File: config.mk
export PLATFORM = sky130hd
export DESIGN_NAME = dl_reset_seq
export DESIGN_NICKNAME = d
export VERILOG_FILES = /design/src/rtl/dl_reset_seq.sv
export SDC_FILE = /design/constraint.sdc
export NUM_CORES = 1
export LEC_CHECK = 0
export ABC_AREA = 1
export CAP_MARGIN = 25
export CELL_PAD_IN_SITES_DETAIL_PLACEMENT = 0
export CELL_PAD_IN_SITES_GLOBAL_PLACEMENT = 1
export CORE_MARGIN = 2
export CORE_UTILIZATION = 35
export CTS_BUF_LIST = sky130_fd_sc_hd__clkbuf_8
export DETAILED_ROUTE_END_ITERATION = 6
export GPL_TIMING_DRIVEN = 0
export PLACE_DENSITY_LB_ADDON = 0.12
export SLEW_MARGIN = 25
export SYNTH_ARGS = -nofsm -noshare
export SYNTH_HDL_FRONTEND = slang
export SYNTH_SLANG_ARGS = --single-unit
File: constraint.sdc
create_clock -name clk -period 3.9 [get_ports clk]
set_clock_uncertainty 0.15 [all_clocks]
set_input_delay 1.17 -clock clk [delete_from_list [all_inputs] [get_ports clk]]
set_output_delay 1.17 -clock clk [all_outputs]
set_load 0.01 [all_outputs]
File: src/rtl/dl_reset_seq.sv
// Download front-end for the blockade core: forwards ROM bytes, latches game_mode and DIPs,
// and keeps the core in reset until a non-blank ROM has loaded and a fixed hold time has elapsed.
module dl_reset_seq #(
  parameter int ROM_AW      = 14,
  parameter int HOLD_CYCLES = 1024
) (
  input  logic              clk,
  input  logic              reset_n,
  input  logic              ioctl_download,
  input  logic              ioctl_wr,
  input  logic [7:0]        ioctl_index,
  input  logic [24:0]       ioctl_addr,
  input  logic [7:0]        ioctl_dout,
  input  logic              ext_reset,
  output logic [ROM_AW-1:0] dn_addr,
  output logic [7:0]        dn_data,
  output logic              dn_wr,
  output logic [1:0]        game_mode,
  output logic [63:0]       dip_sw,
  output logic              core_reset,
  output logic              rom_ok,
  output logic              rom_busy,
  output logic              addr_ovf
);

  localparam int CNT_W = $clog2(HOLD_CYCLES);
  localparam logic [CNT_W-1:0] CNT_LAST = CNT_W'(HOLD_CYCLES - 1);

  typedef enum logic [2:0] {
    S_IDLE,
    S_LOAD,
    S_HOLD,
    S_RUN,
    S_FAIL
  } state_t;

  state_t            state_q, state_d;
  logic [CNT_W-1:0]  cnt_q, cnt_d;
  logic              core_reset_q, core_reset_d;
  logic              rom_ok_q, rom_ok_d;
  logic              rom_busy_q, rom_busy_d;
  logic              blk_q, blk_d;
  logic              nz_q, nz_d;
  logic              addr_ovf_q, addr_ovf_d;
  logic              dn_wr_q, dn_wr_d;
  logic [ROM_AW-1:0] dn_addr_q, dn_addr_d;
  logic [7:0]        dn_data_q, dn_data_d;
  logic [1:0]        game_mode_q, game_mode_d;
  logic [63:0]       dip_sw_q, dip_sw_d;

  logic rom_dl;
  logic addr_in_rom;
  logic rom_wr;
  logic rom_fwd;
  logic dl_rise;
  logic dl_fall;
  logic gm_wr;
  logic gm_chg;
  logic dip_wr;

  // blk_q suppresses a download that was already in flight when reset_n was asserted;
  // it clears only once the download line has been seen low.
  always_comb begin
    rom_dl      = ioctl_download & (ioctl_index == 8'd0);
    addr_in_rom = (ioctl_addr[24:ROM_AW] == '0);
    rom_wr      = ioctl_wr & rom_dl & ~blk_q;
    rom_fwd     = rom_wr & addr_in_rom;
    dl_rise     = rom_dl & ~rom_busy_q & ~blk_q;
    dl_fall     = ~rom_dl & rom_busy_q & ~blk_q;
    gm_wr       = ioctl_wr & (ioctl_index == 8'd1);
    gm_chg      = gm_wr & (ioctl_dout[1:0] != game_mode_q);
    dip_wr      = ioctl_wr & (ioctl_index == 8'd254) & (ioctl_addr[24:3] == '0);
  end

  always_comb begin
    state_d = state_q;
    cnt_d   = cnt_q;
    if (dl_rise) begin
      state_d = S_LOAD;
    end else begin
      case (state_q)
        S_IDLE: ;
        S_LOAD: begin
          if (dl_fall) begin
            state_d = nz_q ? S_HOLD : S_FAIL;
            cnt_d   = '0;
          end
        end
        S_HOLD: begin
          if (ext_reset) begin
            cnt_d = '0;
          end else if (cnt_q == CNT_LAST) begin
            state_d = S_RUN;
          end else begin
            cnt_d = cnt_q + 1'b1;
          end
        end
        S_RUN: begin
          if (ext_reset || gm_chg) begin
            state_d = S_HOLD;
            cnt_d   = '0;
          end
        end
        S_FAIL: ;
        default: state_d = S_IDLE;
      endcase
    end
  end

  // core_reset rises as soon as RUN is left and falls one cycle after RUN is entered,
  // which stretches the released edge to HOLD_CYCLES+1 cycles after the HOLD entry edge.
  always_comb begin
    core_reset_d = (state_d != S_RUN) | (state_q != S_RUN);
    rom_ok_d     = (state_d == S_RUN) | (rom_ok_q & (state_d == S_HOLD));
    rom_busy_d   = rom_dl;
    blk_d        = blk_q & rom_dl;
    nz_d         = (dl_rise ? 1'b0 : nz_q) | (rom_fwd & (ioctl_dout != 8'd0));
    addr_ovf_d   = (dl_rise ? 1'b0 : addr_ovf_q) | (rom_wr & ~addr_in_rom);
    dn_wr_d      = rom_fwd;
    dn_addr_d    = rom_fwd ? ioctl_addr[ROM_AW-1:0] : dn_addr_q;
    dn_data_d    = rom_fwd ? ioctl_dout : dn_data_q;
    game_mode_d  = gm_wr ? ioctl_dout[1:0] : game_mode_q;
    dip_sw_d     = dip_sw_q;
    if (dip_wr) begin
      dip_sw_d[{ioctl_addr[2:0], 3'b000} +: 8] = ioctl_dout;
    end
  end

  always_ff @(posedge clk) begin
    if (!reset_n) begin
      state_q      <= S_IDLE;
      cnt_q        <= '0;
      core_reset_q <= 1'b1;
      rom_ok_q     <= 1'b0;
      rom_busy_q   <= 1'b0;
      blk_q        <= rom_dl;
      nz_q         <= 1'b0;
      addr_ovf_q   <= 1'b0;
      dn_wr_q      <= 1'b0;
      dn_addr_q    <= '0;
      dn_data_q    <= '0;
      game_mode_q  <= '0;
      dip_sw_q     <= '0;
    end else begin
      state_q      <= state_d;
      cnt_q        <= cnt_d;
      core_reset_q <= core_reset_d;
      rom_ok_q     <= rom_ok_d;
      rom_busy_q   <= rom_busy_d;
      blk_q        <= blk_d;
      nz_q         <= nz_d;
      addr_ovf_q   <= addr_ovf_d;
      dn_wr_q      <= dn_wr_d;
      dn_addr_q    <= dn_addr_d;
      dn_data_q    <= dn_data_d;
      game_mode_q  <= game_mode_d;
      dip_sw_q     <= dip_sw_d;
    end
  end

  assign dn_addr    = dn_addr_q;
  assign dn_data    = dn_data_q;
  assign dn_wr      = dn_wr_q;
  assign game_mode  = game_mode_q;
  assign dip_sw     = dip_sw_q;
  assign core_reset = core_reset_q;
  assign rom_ok     = rom_ok_q;
  assign rom_busy   = rom_busy_q;
  assign addr_ovf   = addr_ovf_q;

endmodule

# Word level (Yosys, flattened, before mapping)
# Index checks and enable logic that the tools add are counted.
# word_totals
memories	0
output_inout_bits	93
inputBits	46
reg_bits	108
mem_bits_ro	0
latchBits	0
mem_bits_rw	0
# classes
n_reduce_logical	9
bitwise	25
n_addsub	2
shift	2
n_eq_ne	15
magnitude_cmp	0
mux	16
n_mul	0
div_mod_pow	0
# op_table
operator	count
bitwise mux 64 bit	1
variable shift 8 x 8 -> 64 bit (first input constant)	1
indexed part select 8 x 8 -> 64 bit	1
two-way mux 10 bit	4
one-hot mux 10 bit (3 select lines)	1
logical NOT 22 bit	1
two-way mux 3 bit	6
bitwise AND 1 bit	16
equality test 3 x 2 -> 1 bit (second input constant)	4
one-hot mux 3 bit (4 select lines)	1
logical NOT 11 bit	1
adder 10 x 1 -> 10 bit (second input constant)	1
equality test 10 bit (second input constant)	1
equality test 8 x 1 -> 1 bit (second input constant)	1
equality test 8 bit (second input constant)	1
logical NOT 8 bit	1
negation 6 -> 8 bit	1
nonzero test 8 bit	1
!= test 3 x 2 -> 1 bit (second input constant)	2
NOT 1 bit	5
AND reduction 5 bit	1
!= test 2 bit (second input constant)	2
bitwise OR 1 bit	4
equality test 3 x 1 -> 1 bit (second input constant)	1
8 further kinds	10

# Logic depth before layout (Yosys ltp)
# Gate-level depths: netlist of the first run.
# depth
depth_word	11
mapped_depth	13
mapped_depth_nobuf	12

# Least setup slack after synthesis of the first run
# Ideal clock, no wire load.
# synth_path
path_type	input to register
start	input port ioctl_addr[0]
end	register dip_sw_q[16] (netlist: dip_sw[16])
arrival_ns	3.261
setup_slack_ns	0.357
setup_time_ns	0.132
path_stages	10
path_cell_list	clkbuf_1 clkinv_1 ha_1 ha_1 clkbuf_1 inv_2 nor3_2 nand3_1 nand2_1 a21oi_1
# synth_between
elab_chain_len	3
elab_cells_between_ends	4
cone_classes	add/sub (1); shift (2); mux (1)
# synth_rtl
element	line	text
start, declared	12	input logic [24:0] ioctl_addr,
negation 6 -> 8 bit *	125	dip_sw_d[{ioctl_addr[2:0], 3'b000} +: 8] = ioctl_dout;
indexed part select 8 x 8 -> 64 bit or variable shift 8 x 8 -> 64 bit (tied branches)	125	
bitwise mux 64 bit *	125	
end signal, assigned	157	dip_sw_q <= dip_sw_d;
end, declared	49	logic [63:0] dip_sw_q, dip_sw_d;
# Every way passes the cells marked *; elsewhere a longest branch is shown, timed or not.
# A chain may end at the register's enable or synchronous reset.

# Final worst setup path of the first run
# layout_path
start	input port ioctl_addr[0]
end	register dip_sw_q[7] (netlist: dip_sw[7])
# Same word-level chain as after synthesis.

==> flow_summary.json, run 1 <==
{
  "hold_path.startpoint": "dip_sw[27]",
  "fmax_mhz": 268,
  "crit_path_end_kind": "register",
  "synth_nets": 827,
  "max_stage_delay_ns": 0.32,
  "critPathArrivalTime_ns": 3.91,
  "synth_flop_cell": "dfxtp_1",
  "synth.most_common_cell": "nand2_1",
  "grt_max_degree": 19,
  "io_pins": 139,
  "path_cells": "clkbuf_1 -> clkinv_1 -> ha_1 -> ha_1 -> clkbuf_1 -> inv_2 -> nand2_1 -> nor3b_2 -> nand3_2 -> buf_2 -> nand2_1 -> nand2_1 -> nor2_1",
  "clock_sinks": 108,
  "grt_pass1_vias": 5470,
  "vias_per_cell": 5.26,
  "num_rows": 44,
  "core_um2": 14600,
  "syn2layout_area_growth_pct": 33.9,
  "tritoncts": "built",
  "tns_ns": 0,
  "grt_pass1_wl_um": 28600,
  "antenna_found_initial": 0,
  "die_area_um2": 16100,
  "drt-total-wl_um": 18000,
  "slew_viol_final": 0,
  "start_util_pct": 36.1,
  "gp_congestion": 0.916,
  "instances_no_fill": 1114,
  "yosys-top-cells-count": "140 x nand2_1, 108 x dfxtp_1, 105 x nor2_1",
  "crit_buf_inv": 5,
  "period_needed_ns": 3.73,
  "avgSynthCellArea_um2": 6.80,
  "period_share_pct": 95.6,
  "ys_ff_latch": 108,
  "h-tree-depth": 3,
  "cts_root_buf": "clkbuf_8",
  "n_antenna_cell": 0,
  "synthCells": 778,
  "worstSetupPathType": "in -> reg",
  "die_h_um": 127,
  "drtIter0Drc": 402,
  "drtAntennaViolNets": 0,
  "synth_top_area_cell": "dfxtp_1",
  "worst_pin_slew_ns": 0.801,
  "drv_cap": 0,
  "portBuffers": 136,
  "vias": 5855,
  "r2r-start": "cnt_q[0]",
  "holdPathStages": 2,
  "clkLatencyLatePin_ns": 0.40,
  "syn_area_um2": 5290,
  "reg2regPathDepth": 11,
  "clk_pin_slew_ns": 0.10,
  "first_pass_iters": 6,
  "worstHoldEndpoint": "dip_sw[27]",
  "r2r_end": "cnt_q[1]",
  "placed_area_um2": 6880,
  "yosysUniqueCellTypes": 26,
  "final_core_util_pct": 48.4,
  "finalPower_mw": 1.99,
  "status": "finished, final reports clean",
  "cp_slowest_cell": "clkinv_1",
  "power_density_nw_per_um2": 281,
  "relSlewSlack_pct": 46.3,
  "yosysSeqAreaShare_pct": 40.9,
  "startpoint_type": "input port",
  "cp_top_family": "buffers and inverters",
  "cts_inserted_buffers": 9,
  "track_usage_pct": 22.2,
  "cpMostUsedCell": "nand2_1",
  "synthArstFlopShare_pct": 0,
  "synth_warnings": 0,
  "setup_violations": 0,
  "cts_setup_buffers": 0,
  "hold_violations": 0,
  "placed_cells": 1098,
  "dp_hpwl_um": 13600,
  "rrSetupSlack_ns": 1.87,
  "finalWorstSetupSlack_ns": 0.172,
  "synth_top_area_share_pct": 40.9,
  "whs_ns": 0.318,
  "synth.area.top_cells": "dfxtp_1 41%, nand2_1 9.9%, nand4_1 9.6%",
  "total_leakage_power_nw": 2.51,
  "drive_above_1_share_pct": 4.62,
  "drc": 0,
  "nets": 974,
  "clockBufferDepth": 2,
  "overflow": 0,
  "detail_route.wl_per_cell_um": 16.2,
  "final_area_um2": 7090,
  "die_x_um": 127,
  "min_path_type": "reg -> reg",
  "rsz0062_at_grt": "true",
  "ir_worst_vdd_uv": 214,
  "synth-edff-count": 0,
  "worst_ep_required_time_ns": 4.08,
  "place_ws_ns": -0.251,
  "path_max_fanout": 10
}
## tightest hold or removal path, cell delays in order (launching register included)
cell and delay (ns):
dfxtp_1 0.33, nand2_1 0.06, a21oi_1 0.05
## metal layers
metal / routed length (um) / up-vias / GRT usage (%)
li1: - / 2966 / -
met1: 8490 / 2693 / 30.6
met2: 8350 / 172 / 35.5
met3: 912 / 24 / 4.60
met4: 246 / 0 / 5.69
met5: 0 / - / 0
## area by class of cell
| cell class | count | area [um^2] |
|---|---|---|
| multi-input cells | 556 | 2700 |
| clock inverters | 6 | 48.8 |
| repair buffers | 136 | 1360 |
| inverters | 69 | 259 |
| well taps | 184 | 230 |
| plain buffers | 45 | 188 |
| fillers | 1475 | 7560 |
| flip-flops and latches | 108 | 2160 |
| clock buffers | 10 | 138 |
## layout by cell type, fill, tap and decap left out, types with 5 or more instances in the layout
cell and instances:
nand2_1 140, dfxtp_1 108, a21oi_1 91, inv_1 66
nor2_1 101, buf_2 15, nor4_1 17, nor2_2 5
nand3_1 39, o21ai_0 34, clkbuf_1 27, nor3_1 31
clkdlybuf4s50_1 136, nand4_1 81, clkbuf_8 10
## worst max-delay path by stage
stage	from	to	slack, ns	depth (start not counted)
after global placement	ioctl_addr[0]	dip_sw[16]	-0.19	10
after detailed placement	ioctl_addr[0]	dip_sw[23]	-0.25	10
after floorplan	ioctl_addr[0]	dip_sw[16]	0.36	10
after CTS	ioctl_addr[0]	dip_sw[16]	0.16	10
final	ioctl_addr[0]	dip_sw[7]	0.17	13
after global routing	ioctl_addr[0]	dip_sw[2]	-0.02	12
## timing repair
action | 4_1_cts | 5_1_grt
endpoints found under the hold margin | 0 | 0
resized for setup | 0 | 5
hold buffers | 0 | 0
endpoints found under the setup margin | 0 | 24
## sequential cells by signal, summed over array words and instances, names as in the netlist
| register | flops |
|---|---|
| addr_ovf | 1 |
| dn_wr | 1 |
| state_q | 3 |
| dip_sw | 64 |
| blk_q | 1 |
| nz_q | 1 |
| dn_data | 8 |
| rom_busy | 1 |
| core_reset | 1 |
| dn_addr | 14 |
| game_mode | 2 |
| cnt_q | 10 |
| rom_ok | 1 |
## kinds of logic after synthesis
group	after synthesis	share of synthesized area, %
compound gates	128	12.2
flops	108	40.9
xor+xnor	1	0.166
buf+inv	114	8.44
simple gates	424	37.6
fa+ha+maj	3	0.709
## report_power, final
group / leakage (nW) / switching, mW / internal (mW)
Clock: 0.0962 / 0.419 / 0.257
Combinational: 1.54 / 0.142 / 0.0713
Sequential: 0.869 / 0.000164 / 1.10
Power figures use the tool's default switching activity.
==> run 2, diff against run 1 <==
--- a/config.mk
+++ b/config.mk
@@ -13,6 +13,7 @@
 export CORE_UTILIZATION = 35
 export CTS_BUF_LIST = sky130_fd_sc_hd__clkbuf_8
 export DETAILED_ROUTE_END_ITERATION = 6
+export GPL_ROUTABILITY_DRIVEN = 0
 export GPL_TIMING_DRIVEN = 0
 export PLACE_DENSITY_LB_ADDON = 0.12
 export SLEW_MARGIN = 25
==> constraint.sdc (replaced) <==
create_clock -name clk -period 3.9 [get_ports clk]
set_clock_uncertainty 0.15 [all_clocks]
set_input_delay 0.39 -clock clk [delete_from_list [all_inputs] [get_ports clk]]
set_output_delay 0.39 -clock clk [all_outputs]
set_load 0.01 [all_outputs]
==> flow_summary.json, run 2 (synthesized netlist as in run 1, its figures left out) <==
{
  "status": "finished, final reports clean",
  "h-tree-depth": 3,
  "cts_inserted_buffers": 9,
  "nFillCells": 1514,
  "ir_worst_vdd_uv": 227,
  "met2_length_um": 8380,
  "nets": 974,
  "dp_hpwl_um": 13500,
  "drtAntennaViolNets": 0,
  "grt_max_degree": 18,
  "n_antenna_cell": 0,
  "cts_hold_buf": 0,
  "portBuffers": 136,
  "clk_pin_slew_ns": 0.11,
  "cts_setup_buffers": 0,
  "finalPower_mw": 2.04,
  "final_cell_mix": "140 x nand2_1, 136 x clkdlybuf4s50_1, 108 x dfxtp_1, 105 x nor2_1, 91 x a21oi_1",
  "overflow": 0,
  "worstSetupPathType": "in -> reg",
  "die_h_um": 127,
  "worst_ep_required_time_ns": 4.02,
  "wirelength_met1_um": 8410,
  "fmax_mhz": 335,
  "route.top_layer_used": "met4",
  "grt_pass1_wl_um": 29000,
  "clock_sinks": 108,
  "io_pins": 139,
  "path_max_fanout": 10,
  "period_share_pct": 76.6,
  "critPathArrivalTime_ns": 3.11,
  "drt-total-wl_um": 17900,
  "tritoncts": "built",
  "die_x_um": 127,
  "clkLatencyLatePin_ns": 0.39,
  "antenna_found_initial": 0,
  "cts-resized-gates": 0,
  "crit_path_end_kind": "register",
  "setup_violations": 0,
  "relSlewSlack_pct": 45.9,
  "num_rows": 44,
  "vias": 5928,
  "start_util_pct": 36.1,
  "power_density_nw_per_um2": 288,
  "slew_viol_final": 0,
  "min_path_type": "in -> reg",
  "hold_violations": 0,
  "tns_ns": 0,
  "period_needed_ns": 2.99,
  "die_area_um2": 16100,
  "startpoint_type": "input port",
  "drive_above_1_share_pct": 4.19,
  "first_pass_iters": 7,
  "rsz0062_at_grt": "false",
  "wl_met3_um": 862,
  "grt_pass1_vias": 5698,
  "core_um2": 14600,
  "largest_reg_flops": 64,
  "syn2layout_area_growth_pct": 33.9,
  "clockBufferDepth": 2,
  "drc": 0,
  "vias_per_cell": 5.32,
  "final_common_cell": "nand2_1",
  "drtIter0Drc": 439,
  "total_leakage_power_nw": 2.51,
  "drv_cap": 0,
  "worst_pin_slew_ns": 0.807,
  "cts_root_buf": "clkbuf_8",
  "whs_ns": 0.298,
  "track_usage_pct": 22.3,
  "detail_route.wl_per_cell_um": 16.1
}
run 2: changes by cell type in the layout (fill, tap and decap cells not counted), sizes merged:
cell    change
bufinv      +1
inv         -1
run 2: routing by layer:
| metal | GRT usage (%) | vias to the layer above |
|---|---|---|
| met2 | 36.6 | 187 |
| met5 | 0 | - |
| met4 | 6.98 | 0 |
| met3 | 4.22 | 18 |
| met1 | 29.8 | 2762 |
| li1 | - | 2961 |
run 2: report_power, final:
group,total [mW],switching (mW),internal [mW]
clock,0.725,0.410,0.315
combinational,0.210,0.140,0.0705
sequential,1.10,0.000175,1.10
total,2.04,0.551,1.49
run 2: final cells by class:
type | count | area [um^2] | share of cell area [%]
Clock buffer | 10 | 138 | 1.94
Timing Repair Buffer | 136 | 1360 | 19.2
Buffer | 45 | 188 | 2.65
Sequential cell | 108 | 2160 | 30.5
Multi-Input combinational cell | 556 | 2680 | 37.9
Clock inverter | 6 | 63.8 | 0.901
Tap cell | 184 | 230 | 3.25
Inverter | 69 | 259 | 3.66
run 2: stage by stage:
step | cell area [um^2] | instances | setup slack [ns] | utilization [%]
floorplan | 5290 | 778 | 1.14 | -
global placement | 6880 | 1098 | 0.645 | 47.0
detailed placement | 6880 | 1098 | 0.537 | 47.0
CTS | 7080 | 1114 | 0.965 | 48.4
global route | 7080 | 1114 | 0.671 | 48.4
finish | 7080 | 1114 | 0.915 | 48.4
run 2: final timing paths:
path	startpoint	cells past startpoint	endpoint	slack, ns
max	ioctl_addr[0]	10	dip_sw[30]	0.91
min	reset_n	3	dn_data[7]	0.30
max reg2reg	cnt_q[0]	11	cnt_q[1]	1.81
min reg2reg	dip_sw[26]	2	dip_sw[26]	0.32
run 2: worst max-delay path, cell delays in order:
cell and delay (ns):
clkbuf_1 0.30, clkinv_1 0.33, ha_1 0.29, ha_1 0.27, clkbuf_1 0.27, inv_2 0.16
nor2_1 0.47, nand3_1 0.38, nand2_1 0.16, a21oi_1 0.08
==> run 3, diff against run 2 <==
==> constraint.sdc (replaced) <==
create_clock -name clk -period 2.85 [get_ports clk]
set_clock_uncertainty 0.15 [all_clocks]
set_input_delay 0.285 -clock clk [delete_from_list [all_inputs] [get_ports clk]]
set_output_delay 0.285 -clock clk [all_outputs]
set_load 0.01 [all_outputs]
==> flow_summary.json, run 3 (synthesized netlist as in run 1, its figures left out) <==
{
  "n_antenna_cell": 0,
  "drtIter0Drc": 480,
  "clockPowerShare_pct": 35.6,
  "core_um2": 14600,
  "r2r-start": "cnt_q[0]",
  "drc": 0,
  "worst_pin_slew_ns": 0.788,
  "io_pins": 139,
  "slew_viol_final": 0,
  "setup_violations": 0,
  "dp_hpwl_um": 13500,
  "syn2layout_area_growth_pct": 34.6,
  "finalPower_mw": 2.80,
  "grt_max_degree": 18,
  "hold_path.startpoint": "reset_n",
  "detail_route.wl_per_cell_um": 16.1,
  "grt_pass1_vias": 5698,
  "max_stage_delay_ns": 0.58,
  "clkLatencyLatePin_ns": 0.40,
  "rsz0062_at_grt": "true",
  "cts_hold_buf": 0,
  "final_area_um2": 7120,
  "path_max_fanout": 10,
  "placed_area_um2": 6880,
  "crit_path_end_kind": "register",
  "cp_slowest_cell": "clkdlybuf4s50_1",
  "clock_sinks": 108,
  "min_path_type": "in -> reg",
  "fmax_mhz": 366,
  "die_h_um": 127,
  "final_common_cell": "nand2_1",
  "clockBufferDepth": 2,
  "ir_worst_vdd_uv": 310,
  "total_leakage_power_nw": 2.53,
  "largest_reg_flops": 64,
  "drive_above_1_share_pct": 5.04,
  "die_x_um": 127,
  "critPathArrivalTime_ns": 2.91,
  "num_rows": 44,
  "cp_top_family": "buffers and inverters",
  "vias": 5930,
  "startpoint_type": "input port",
  "vias_per_cell": 5.31,
  "portBuffers": 136,
  "power_frac_seq_pct": 53.8,
  "drv_cap": 0,
  "hold_violations": 0,
  "whs_ns": 0.172,
  "nets": 976,
  "cts_inserted_buffers": 9,
  "grt_pass1_wl_um": 29000,
  "antenna_found_initial": 0,
  "drt-total-wl_um": 17900,
  "die_area_um2": 16100,
  "start_util_pct": 36.1,
  "drtAntennaViolNets": 0,
  "h-tree-depth": 3,
  "critPathLaunch": "ioctl_addr[1]",
  "relSlewSlack_pct": 47.2,
  "worstSetupPathType": "in -> reg",
  "tritoncts": "built",
  "period_needed_ns": 2.73,
  "final_core_util_pct": 48.6,
  "placed_cells": 1098,
  "clk_pin_slew_ns": 0.10,
  "first_pass_iters": 6,
  "path_cells": "clkdlybuf4s50_1 -> inv_1 -> ha_1 -> ha_1 -> clkbuf_1 -> inv_2 -> buf_4 -> clkbuf_1 -> nor4_1 -> nand4_1 -> a21oi_1",
  "power_switching_uw": 762,
  "swShare_pct": 27.2,
  "cts_root_buf": "clkbuf_8",
  "final_cell_mix": "139 x nand2_1, 136 x clkdlybuf4s50_1, 108 x dfxtp_1, 101 x nor2_1, 91 x a21oi_1",
  "crit_buf_inv": 6,
  "track_usage_pct": 22.3,
  "instances_no_fill": 1116,
  "overflow": 0,
  "p_int_mw": 2.04,
  "status": "finished, final reports clean",
  "worst_ep_required_time_ns": 3.03,
  "combPwrFrac_pct": 10.6,
  "period_share_pct": 95.8,
  "power_density_nw_per_um2": 394
}
[run 3: cell count changes in the layout (fill, tap and decap cells not counted)]
cell / previous run / this run
nor2_1: 105 / 101
clkinv_1: 2 / 1
buf_4: 0 / 3
buf_2: 15 / 14
nor3_2: 3 / 2
nor3_4: 1 / 2
nand2_1: 140 / 139
inv_2: 2 / 3
nor2_2: 1 / 5
nand2_2: 0 / 1
[run 3: final cells by class]
type / instances / area (um^2)
Multi-Input combinational cell: 556 / 2700
Clock inverter: 6 / 63.8
Fill cell: 1514 / 7520
Inverter: 69 / 259
Buffer: 45 / 190
Tap cell: 184 / 230
Timing Repair Buffer: 138 / 1380
Sequential cell: 108 / 2160
Clock buffer: 10 / 138
[run 3: what timing repair did]
action / in CTS / in global routing
setup endpoints to repair: 0 / 64
setup buffers: 0 / 2
resized for setup: 0 / 9
hold endpoints to repair: 0 / 0
[run 3: metal layers]
metal / vias to the layer above / wire length (um) / track usage [%]
met3: 29 / 847 / 4.22
met1: 2760 / 8430 / 29.8
met2: 173 / 8280 / 36.6
met5: - / 0 / 0
li1: 2968 / - / -
met4: 0 / 357 / 6.98
[run 3: power by group through the flow]
stage          clock network, mW  registers, mW  logic (mW)
2_1_floorplan                  0           1.54       0.149
3_3_place_gp                   0           1.54       0.279
3_5_place_dp                   0           1.54       0.282
4_1_cts                     1.02           1.51       0.283
5_1_grt                     1.07           1.51       0.326
6_report                   0.997           1.51       0.297
[run 3: worst paths after layout]
| kind | endpoint | slack [ns] | cells after the start |
|---|---|---|---|
| worst max-delay path | dip_sw[21] | 0.12 | 11 |
| worst min-delay path | dn_data[7] | 0.17 | 3 |
| worst max register to register | cnt_q[1] | 0.78 | 11 |
| worst min register to register | dip_sw[26] | 0.32 | 2 |
[run 3: through the flow]
step	setup TNS, ns	worst slack [ns]
global route	-0.144	-0.0204
finish	0	0.119
detailed placement	-18.02	-0.408
floorplan	0	0.192
global placement	-13.88	-0.300
CTS	0	0.0202
[run 3: worst min-delay path: cells and delay by family]
kind / cells / cell delay (ns)
simple gates: 1 / 0.04
compound gates: 1 / 0.13
buf+inv: 1 / 0.21
